$ cat config.mk
export PLATFORM = sky130hd
export DESIGN_NAME = fifo_stream_out_flat
export DESIGN_NICKNAME = d
export VERILOG_FILES = /design/src/rtl/fifo_stream_out_if.sv /design/src/rtl/fifo_stream_out.sv /design/src/flat_wrapper.sv
export SDC_FILE = /design/constraint.sdc
export NUM_CORES = 1
export LEC_CHECK = 0
export ABC_CLOCK_PERIOD_IN_PS = 3000
export BUFFER_PORTS_ARGS = -buffer_cell sky130_fd_sc_hd__buf_2
export CORE_ASPECT_RATIO = 1.1
export CORE_UTILIZATION = 55
export CTS_CLUSTER_SIZE = 25
export DETAILED_ROUTE_END_ITERATION = 7
export GPL_TIMING_DRIVEN = 0
export MAX_ROUTING_LAYER = met4
export PLACE_DENSITY = 0.81
export SLEW_MARGIN = 5
export SYNTH_ARGS = -nofsm -noshare
export SYNTH_HDL_FRONTEND = slang
export SYNTH_SLANG_ARGS = --single-unit
$ cat constraint.sdc
create_clock -name clk -period 3 [get_ports clk]
set_input_delay 0.3 -clock clk [delete_from_list [all_inputs] [get_ports clk]]
set_output_delay 0.3 -clock clk [all_outputs]
set_load 0.1 [all_outputs]
$ cat src/rtl/fifo_stream_out_if.sv
// Handshake bundle between fifo_mono's read port, the drain stage and the
// downstream stream consumer.
interface fifo_stream_out_if #(
  parameter int WIDTH = 8
);
  logic             fifo_empty;
  logic             fifo_read;
  logic [WIDTH-1:0] fifo_dout;
  logic [WIDTH-1:0] m_data;
  logic             m_valid;
  logic             m_last;
  logic             m_ready;

  modport master (
    input  fifo_empty, fifo_dout, m_ready,
    output fifo_read, m_data, m_valid, m_last
  );

  modport slave (
    output fifo_empty, fifo_dout, m_ready,
    input  fifo_read, m_data, m_valid, m_last
  );
endinterface

$ cat src/rtl/fifo_stream_out.sv
// Drains fifo_mono into a valid/ready stream: a 2-entry skid buffer absorbs the
// fifo's 1-cycle read latency so full-rate streaming has no bubbles.
module fifo_stream_out #(
  parameter int WIDTH     = 8,
  parameter int BURST_LEN = 4
) (
  input  logic              clk,
  input  logic              rst,
  fifo_stream_out_if.master s
);
  localparam int            BW        = (BURST_LEN > 1) ? $clog2(BURST_LEN) : 1;
  localparam logic [BW-1:0] LAST_BEAT = BW'(BURST_LEN - 1);

  logic [1:0][WIDTH-1:0] buf_q;
  logic [1:0]            cnt_q;
  logic                  head_q;
  logic                  tail_q;
  logic                  inflight_q;
  logic [BW-1:0]         beat_q;
  logic                  pop;
  logic [1:0]            occ_nxt;

  assign pop = s.m_valid & s.m_ready;

  // Words owned once this edge completes: buffered plus the one arriving,
  // minus the one leaving. pop implies cnt_q>=1, so no underflow.
  assign occ_nxt = cnt_q + {1'b0, inflight_q} - {1'b0, pop};

  // Reads stop as soon as both slots are spoken for, which is what makes a
  // write into a full buffer impossible.
  assign s.fifo_read = rst & ~s.fifo_empty & (occ_nxt < 2'd2);

  assign s.m_valid = (cnt_q != 2'd0);
  assign s.m_data  = s.m_valid ? buf_q[head_q] : '0;
  assign s.m_last  = s.m_valid & (beat_q == LAST_BEAT);

  always_ff @(posedge clk or negedge rst) begin
    if (!rst) begin
      buf_q      <= '0;
      cnt_q      <= 2'd0;
      head_q     <= 1'b0;
      tail_q     <= 1'b0;
      inflight_q <= 1'b0;
      beat_q     <= '0;
    end else begin
      inflight_q <= s.fifo_read;
      cnt_q      <= occ_nxt;
      if (inflight_q) begin
        buf_q[tail_q] <= s.fifo_dout;
        tail_q        <= ~tail_q;
      end
      if (pop) begin
        head_q <= ~head_q;
        beat_q <= (beat_q == LAST_BEAT) ? '0 : beat_q + 1'b1;
      end
    end
  end
endmodule

$ cat src/flat_wrapper.sv
// flat-port wrapper written by rule: the top's interface ports become plain ports
module fifo_stream_out_flat 
#(
  parameter int WIDTH     = 8,
  parameter int BURST_LEN = 4
)
  (clk, rst, s_fifo_empty, s_fifo_dout, s_m_ready, s_fifo_read, s_m_data, s_m_valid, s_m_last);
  fifo_stream_out_if #(.WIDTH(WIDTH)) s_i ();
  input  logic clk;
  input  logic rst;
  input wire logic [$bits(s_i.fifo_empty)-1:0] s_fifo_empty;
  input wire logic [$bits(s_i.fifo_dout)-1:0] s_fifo_dout;
  input wire logic [$bits(s_i.m_ready)-1:0] s_m_ready;
  output wire logic [$bits(s_i.fifo_read)-1:0] s_fifo_read;
  output wire logic [$bits(s_i.m_data)-1:0] s_m_data;
  output wire logic [$bits(s_i.m_valid)-1:0] s_m_valid;
  output wire logic [$bits(s_i.m_last)-1:0] s_m_last;
  assign s_i.fifo_empty = s_fifo_empty;
  assign s_i.fifo_dout = s_fifo_dout;
  assign s_i.m_ready = s_m_ready;
  assign s_fifo_read = s_i.fifo_read;
  assign s_m_data = s_i.m_data;
  assign s_m_valid = s_i.m_valid;
  assign s_m_last = s_i.m_last;
  fifo_stream_out #(.WIDTH(WIDTH), .BURST_LEN(BURST_LEN)) u_core (.clk(clk), .rst(rst), .s(s_i));
endmodule
==> flow_summary_export.csv, run 1 <==
group,metric,value,unit
outcome,outcome,"complete, but fails checks",
outcome,violations,"design-rule violations",
die,dieArea,2070,um2
clock_tree,clock_latency,0.31,ns
placed_design,io_buffers,22,
clock_tree,cts_buffers,3,
clock_tree,htreeDepth,1,
min_path,min_to,"u_core.inflight_q",
routing,viasPerCell,5.29,
routing,num_vias,640,
routing,wl_per_cell,12.3,um
die,pin_count,23,
setup_path,required,2.70,ns
synthesis,synth_area_leaders,"dfrtp_1 55%, mux2_2 19%, mux2i_1 7.7%",
synthesis,ys.flop_type,"dfrtp_1",
sta,fin_crit_sh,0.909,
setup_path,rrSetupSlack,1.26,ns
routing,wl,1490,um
synthesis,synth_edf_count,0,
setup_path,path_max_fanout,4,
synthesis,ys_top_cells_by_count,"23 x dfrtp_1, 18 x mux2_2, 10 x nor2_1, 8 x mux2i_1, 4 x inv_1",
die,initial_core_util,0.584,
synthesis,synth_nets,91,
synthesis,ys_types,15,
global_route,grt_use_total,0.171,
sta,slew_viol_final,0,
layout,num_antenna_cells,0,
synthesis,synthArstFlopShare,1.00,
min_path,hold_depth,2,
routing,drtIter0Drc,15,
synthesis,yosysMostFrequentCell,"dfrtp_1",
setup_path,reg2reg_depth,7,
layout,syn_to_final_growth,16.4,%
layout,layout-drive-gt1-share,0.466,
die,die_w,43.5,um
placed_design,place_congestion,0.702,
synthesis,yosysTopAreaCell,"dfrtp_1",
synthesis,synth-warning-count,0,
clock_tree,clk_path_buf_depth,2,
routing,drt-pass1-iter-count,8,
sta,slew_headroom,0.515,
setup_path,crit_arrival,2.43,ns
setup_path,start_kind,"flip-flop",
clock_tree,tritoncts,"done",
die,coreArea,1780,um2
clock_tree,hold_buffers,1,
die,die_y,47.6,um
die,rows,16,
clock_tree,ctsResizeCount,0,
min_path,hold_path.class,"primary input to flip-flop",
min_path,hold_start,"s_fifo_empty",
sta,tightest_slew,0.725,ns
setup_path,r2r_end,"u_core.inflight_q",
routing,postRouteAntennaNets,0,
sta,clock.fmax,367,MHz
global_route,grt_max_degree,25,
sta,rsz0062_at_grt,"false",
global_route,grt_pass1_wl,2370,um
sta,fin_setup_tns,0,ns
global_route,antenna_found_initial,0,
sta,finalSetupViolations,0,
sta,finalHoldViolations,0,
synthesis,ys_seq_area_frac,0.554,
setup_path,endpoint_kind,"output port",
run,max-cap-violations,0,
synthesis,synth_top_area_frac,0.554,
clock_tree,numClockSinks,23,
global_route,globalRouteOverflowTotal,0,
setup_path,critPathKind,"flip-flop to output port",
setup_path,rr_startpoint,"u_core.cnt_q[0]",
synthesis,netlist_instances,76,
sta,period_needed,2.73,ns
sta,skew,0.00215,ns
clock_tree,clk_pin_slew,0.12,ns
layout,final_net_count,119,
synthesis,yosys_register_bits,23,
global_route,grt_pass1_vias,536,
synthesis,synth_area,1040,um2
routing,drc_errors,7,
synthesis,syn_avg_cell_area,13.7,um2
clock_tree,cts-root-buf,"clkbuf_4",
clock_tree,cts_setup_buffers,0,
## how the worst max path moves through the flow
stage                    start           to  slack (ns)  depth (start not counted)
5_1_grt        u_core.cnt_q[0]  s_fifo_read        0.11                          8
2_1_floorplan  u_core.cnt_q[0]  s_fifo_read        0.10                          7
3_5_place_dp   u_core.cnt_q[0]  s_fifo_read        0.61                          8
4_1_cts        u_core.cnt_q[0]  s_fifo_read        0.24                          8
3_3_place_gp   u_core.cnt_q[0]  s_fifo_read        0.66                          8
6_report       u_core.cnt_q[0]  s_fifo_read        0.27                          8
## layer usage
metal	share of wire	wire, um	vias up	GRT usage
met5	0	0	-	-
met4	0.015	23	0	0.113
met3	0.042	62	4	0.0340
met2	0.53	781	17	0.267
met1	0.42	619	306	0.208
li1	-	-	313	-
## cell type report
class / instances / area, um2
Clock buffer: 3 / 22.5
Sequential cell: 23 / 576
Multi-Input combinational cell: 47 / 437
Buffer: 2 / 12.5
Clock inverter: 1 / 5.00
Inverter: 4 / 15.0
Tap cell: 18 / 22.5
Fill cell: 133 / 572
Timing Repair Buffer: 23 / 120
## registers in the layout (all words and copies together) (netlist names)
register	flops
u_core.cnt_q	2
u_core.tail_q	1
u_core.head_q	1
u_core.inflight_q	1
u_core.beat_q	2
u_core.buf_q	16
## worst max-delay path: stages (launching register included)
cell     delay (ns)
dfrtp_1        0.42
o21ai_2        0.25
inv_1          0.07
ha_1           0.29
inv_1          0.06
ha_1           0.14
xor3_1         0.24
nor3b_2        0.19
buf_2          0.45
## kinds of logic (layout without fill, tap and decap cells)
logic type	after synthesis	in the layout	share of synthesized area
mux	26	26	0.272
flops	23	23	0.554
xor+xnor	3	3	0.0397
simple gates	14	14	0.0638
compound gates	1	1	0.00843
fa+ha+maj	3	3	0.0361
buf+inv	6	33	0.0265
## layout by cell type, fill, tap and decap left out, types with 2 or more instances in the layout
cell,count
mux2i_1,8
buf_2,23
nor2b_1,2
clkbuf_4,3
dfrtp_1,23
ha_1,3
nor2_1,10
mux2_2,18
inv_1,4
## per-stage QoR
stage	cells	setup WS, ns	cell area [um2]	utilization	hold WS, ns
after floorplan	76	0.103	1040	-	0.00441
after global placement	116	0.662	1170	0.658	0.289
after detailed placement	116	0.607	1170	0.658	0.297
after CTS	121	0.238	1210	0.679	0.127
after global routing	121	0.107	1210	0.679	0.121
final	121	0.272	1210	0.679	0.137
Power of run 1 is left out: the tool's default activity adds up to more than one toggle a clock period on the data nets, which glitch-free logic cannot reach.
==> inputs of run 2 (changes only) <==
--- a/config.mk
+++ b/config.mk
@@ -7,12 +7,11 @@
 export LEC_CHECK = 0
 export ABC_CLOCK_PERIOD_IN_PS = 3000
 export BUFFER_PORTS_ARGS = -buffer_cell sky130_fd_sc_hd__buf_2
-export CORE_ASPECT_RATIO = 1.1
+export CORE_ASPECT_RATIO = 0.8
 export CORE_UTILIZATION = 55
 export CTS_CLUSTER_SIZE = 25
 export DETAILED_ROUTE_END_ITERATION = 7
 export GPL_TIMING_DRIVEN = 0
-export MAX_ROUTING_LAYER = met4
 export PLACE_DENSITY = 0.81
 export SLEW_MARGIN = 5
 export SYNTH_ARGS = -nofsm -noshare
==> flow_summary_export.csv, run 2 (synthesis results as in run 1) <==
group,metric,value,unit
layout,syn_to_final_growth,16.7,%
clock_tree,clock_latency,0.30,ns
die,initial_core_util,0.615,
clock_tree,ctsResizeCount,0,
clock_tree,clk_path_buf_depth,2,
clock_tree,cts-root-buf,"clkbuf_4",
run,max-cap-violations,0,
routing,drtIter0Drc,3,
setup_path,cp-endpoint,"s_fifo_read",
sta,slew_viol_final,0,
die,pin_count,23,
layout,largest_register,"u_core.buf_q",
sta,skew,0.00269,ns
global_route,antenna_found_initial,0,
global_route,met2_usage,0.360,
min_path,hold_path.class,"primary input to flip-flop",
sta,fin_crit_sh,0.904,
placed_design,dp_hpwl,1160,um
clock_tree,tritoncts,"done",
setup_path,crit_path_start,"u_core.cnt_q[0]",
sta,rsz0062_at_grt,"false",
setup_path,rr_startpoint,"u_core.cnt_q[0]",
die,rows,13,
layout,largest_register_ffs,16,
setup_path,required,2.70,ns
setup_path,critPathKind,"flip-flop to output port",
global_route,grt-busiest-layer,"met2",
setup_path,critical-path-max-stage-delay,0.45,ns
layout,layout-drive-gt1-share,0.456,
layout,final_net_count,119,
global_route,grt_max_degree,25,
die,die_w,50.6,um
routing,postRouteAntennaNets,0,
layout,top_regs,"u_core.buf_q: 16 flops, u_core.beat_q: 2 flops, u_core.cnt_q: 2 flops",
placed_design,place_congestion,0.673,
setup_path,crit_path_cell_trace,"o21ai_2, inv_1, ha_1, inv_1, ha_1, xor3_1, nor3b_2, buf_2",
layout,num_antenna_cells,0,
layout,fill_cells,129,
die,dieArea,2070,um2
routing,drt-pass1-iter-count,2,
global_route,grtUsageMet1,0.208,
setup_path,critical-path-slowest-cell,"buf_2",
die,coreArea,1690,um2
outcome,outcome,"complete, no violations",
sta,finalSetupViolations,0,
global_route,grt_pass1_vias,630,
layout,final_cell_mix,"23 x buf_2, 23 x dfrtp_1, 18 x mux2_2",
global_route,grt_pass1_wl,2610,um
sta,period_needed,2.71,ns
clock_tree,htreeDepth,1,
routing,wl,1530,um
clock_tree,cts_buffers,3,
setup_path,reg2reg_depth,7,
setup_path,path_max_fanout,4,
global_route,grt_use_total,0.182,
sta,tightest_slew,0.734,ns
routing,drc_errors,0,
routing,viasPerCell,5.18,
sta,clock.fmax,369,MHz
setup_path,start_kind,"flip-flop",
setup_path,rrSetupSlack,1.27,ns
layout,register_area,576,um2
routing,wl_per_cell,12.2,um
clock_tree,clk_pin_slew,0.11,ns
global_route,globalRouteOverflowTotal,0,
routing,num_vias,647,
die,die_y,40.9,um
sta,slew_headroom,0.509,
setup_path,r2r_end,"u_core.inflight_q",
sta,finalHoldViolations,0,
sta,fin_setup_tns,0,ns
setup_path,crit_arrival,2.41,ns
global_route,met3_usage,0.0556,
placed_design,io_buffers,22,
layout,multi_input_area,437,um2
clock_tree,numClockSinks,23,
setup_path,endpoint_kind,"output port",
==> run 2: cell types whose count changed in the layout (fill, tap and decap cells not counted), sizes merged <==
| cell | previous run | this run |
|---|---|---|
| clkinv | 1 | 0 |
| clkbuf | 3 | 4 |
==> run 2: what timing repair did <==
action	CTS	global route
setup buffers	0	0
hold buffers	1	0
endpoints found under the hold margin	23	0
==> run 2: area by class of cell <==
| type | count | share of cell area |
|---|---|---|
| flip-flops and latches | 23 | 0.474 |
| multi-input cells | 47 | 0.360 |
| repair buffers | 23 | 0.0990 |
| well taps | 22 | 0.0227 |
| clock buffers | 4 | 0.0216 |
| inverters | 4 | 0.0124 |
| plain buffers | 2 | 0.0103 |
==> run 2: worst min-delay path by stage <==
stage / from / end / slack, ns / cells after the start
after floorplan: rst / u_core.beat_q[0] / 0.004 / 0
after global placement: rst / u_core.cnt_q[1] / 0.29 / 1
after detailed placement: rst / u_core.cnt_q[1] / 0.29 / 1
after CTS: s_fifo_empty / u_core.inflight_q / 0.14 / 2
after global routing: s_fifo_empty / u_core.inflight_q / 0.14 / 2
final: s_fifo_empty / u_core.inflight_q / 0.14 / 2
==> run 2: routing by layer <==
metal  up-vias  wire, um
li1        316         -
met5         -         0
met1       315       627
met3         0        76
met4         0         0
met2        16       823
==> run 2: through the flow <==
| step | cell area [um2] | hold WS (ns) | instances | util | worst slack (ns) |
|---|---|---|---|---|---|
| 3_3_place_gp | 1180 | 0.293 | 120 | 0.696 | 0.660 |
| 2_1_floorplan | 1040 | 0.00441 | 76 | - | 0.103 |
| 4_1_cts | 1210 | 0.137 | 125 | 0.717 | 0.232 |
| 5_1_grt | 1210 | 0.136 | 125 | 0.717 | 0.0866 |
| 6_report | 1210 | 0.143 | 125 | 0.717 | 0.288 |
| 3_5_place_dp | 1180 | 0.290 | 120 | 0.696 | 0.594 |
==> run 2: critical path: cells and delay by family, from the launching register on <==
family	cells	cell delay [ns]
buf+inv	3	0.58
flops	1	0.42
fa+ha+maj	2	0.42
compound gates	1	0.25
xor+xnor	1	0.25
simple gates	1	0.18
Power of run 2 is left out for the same reason.
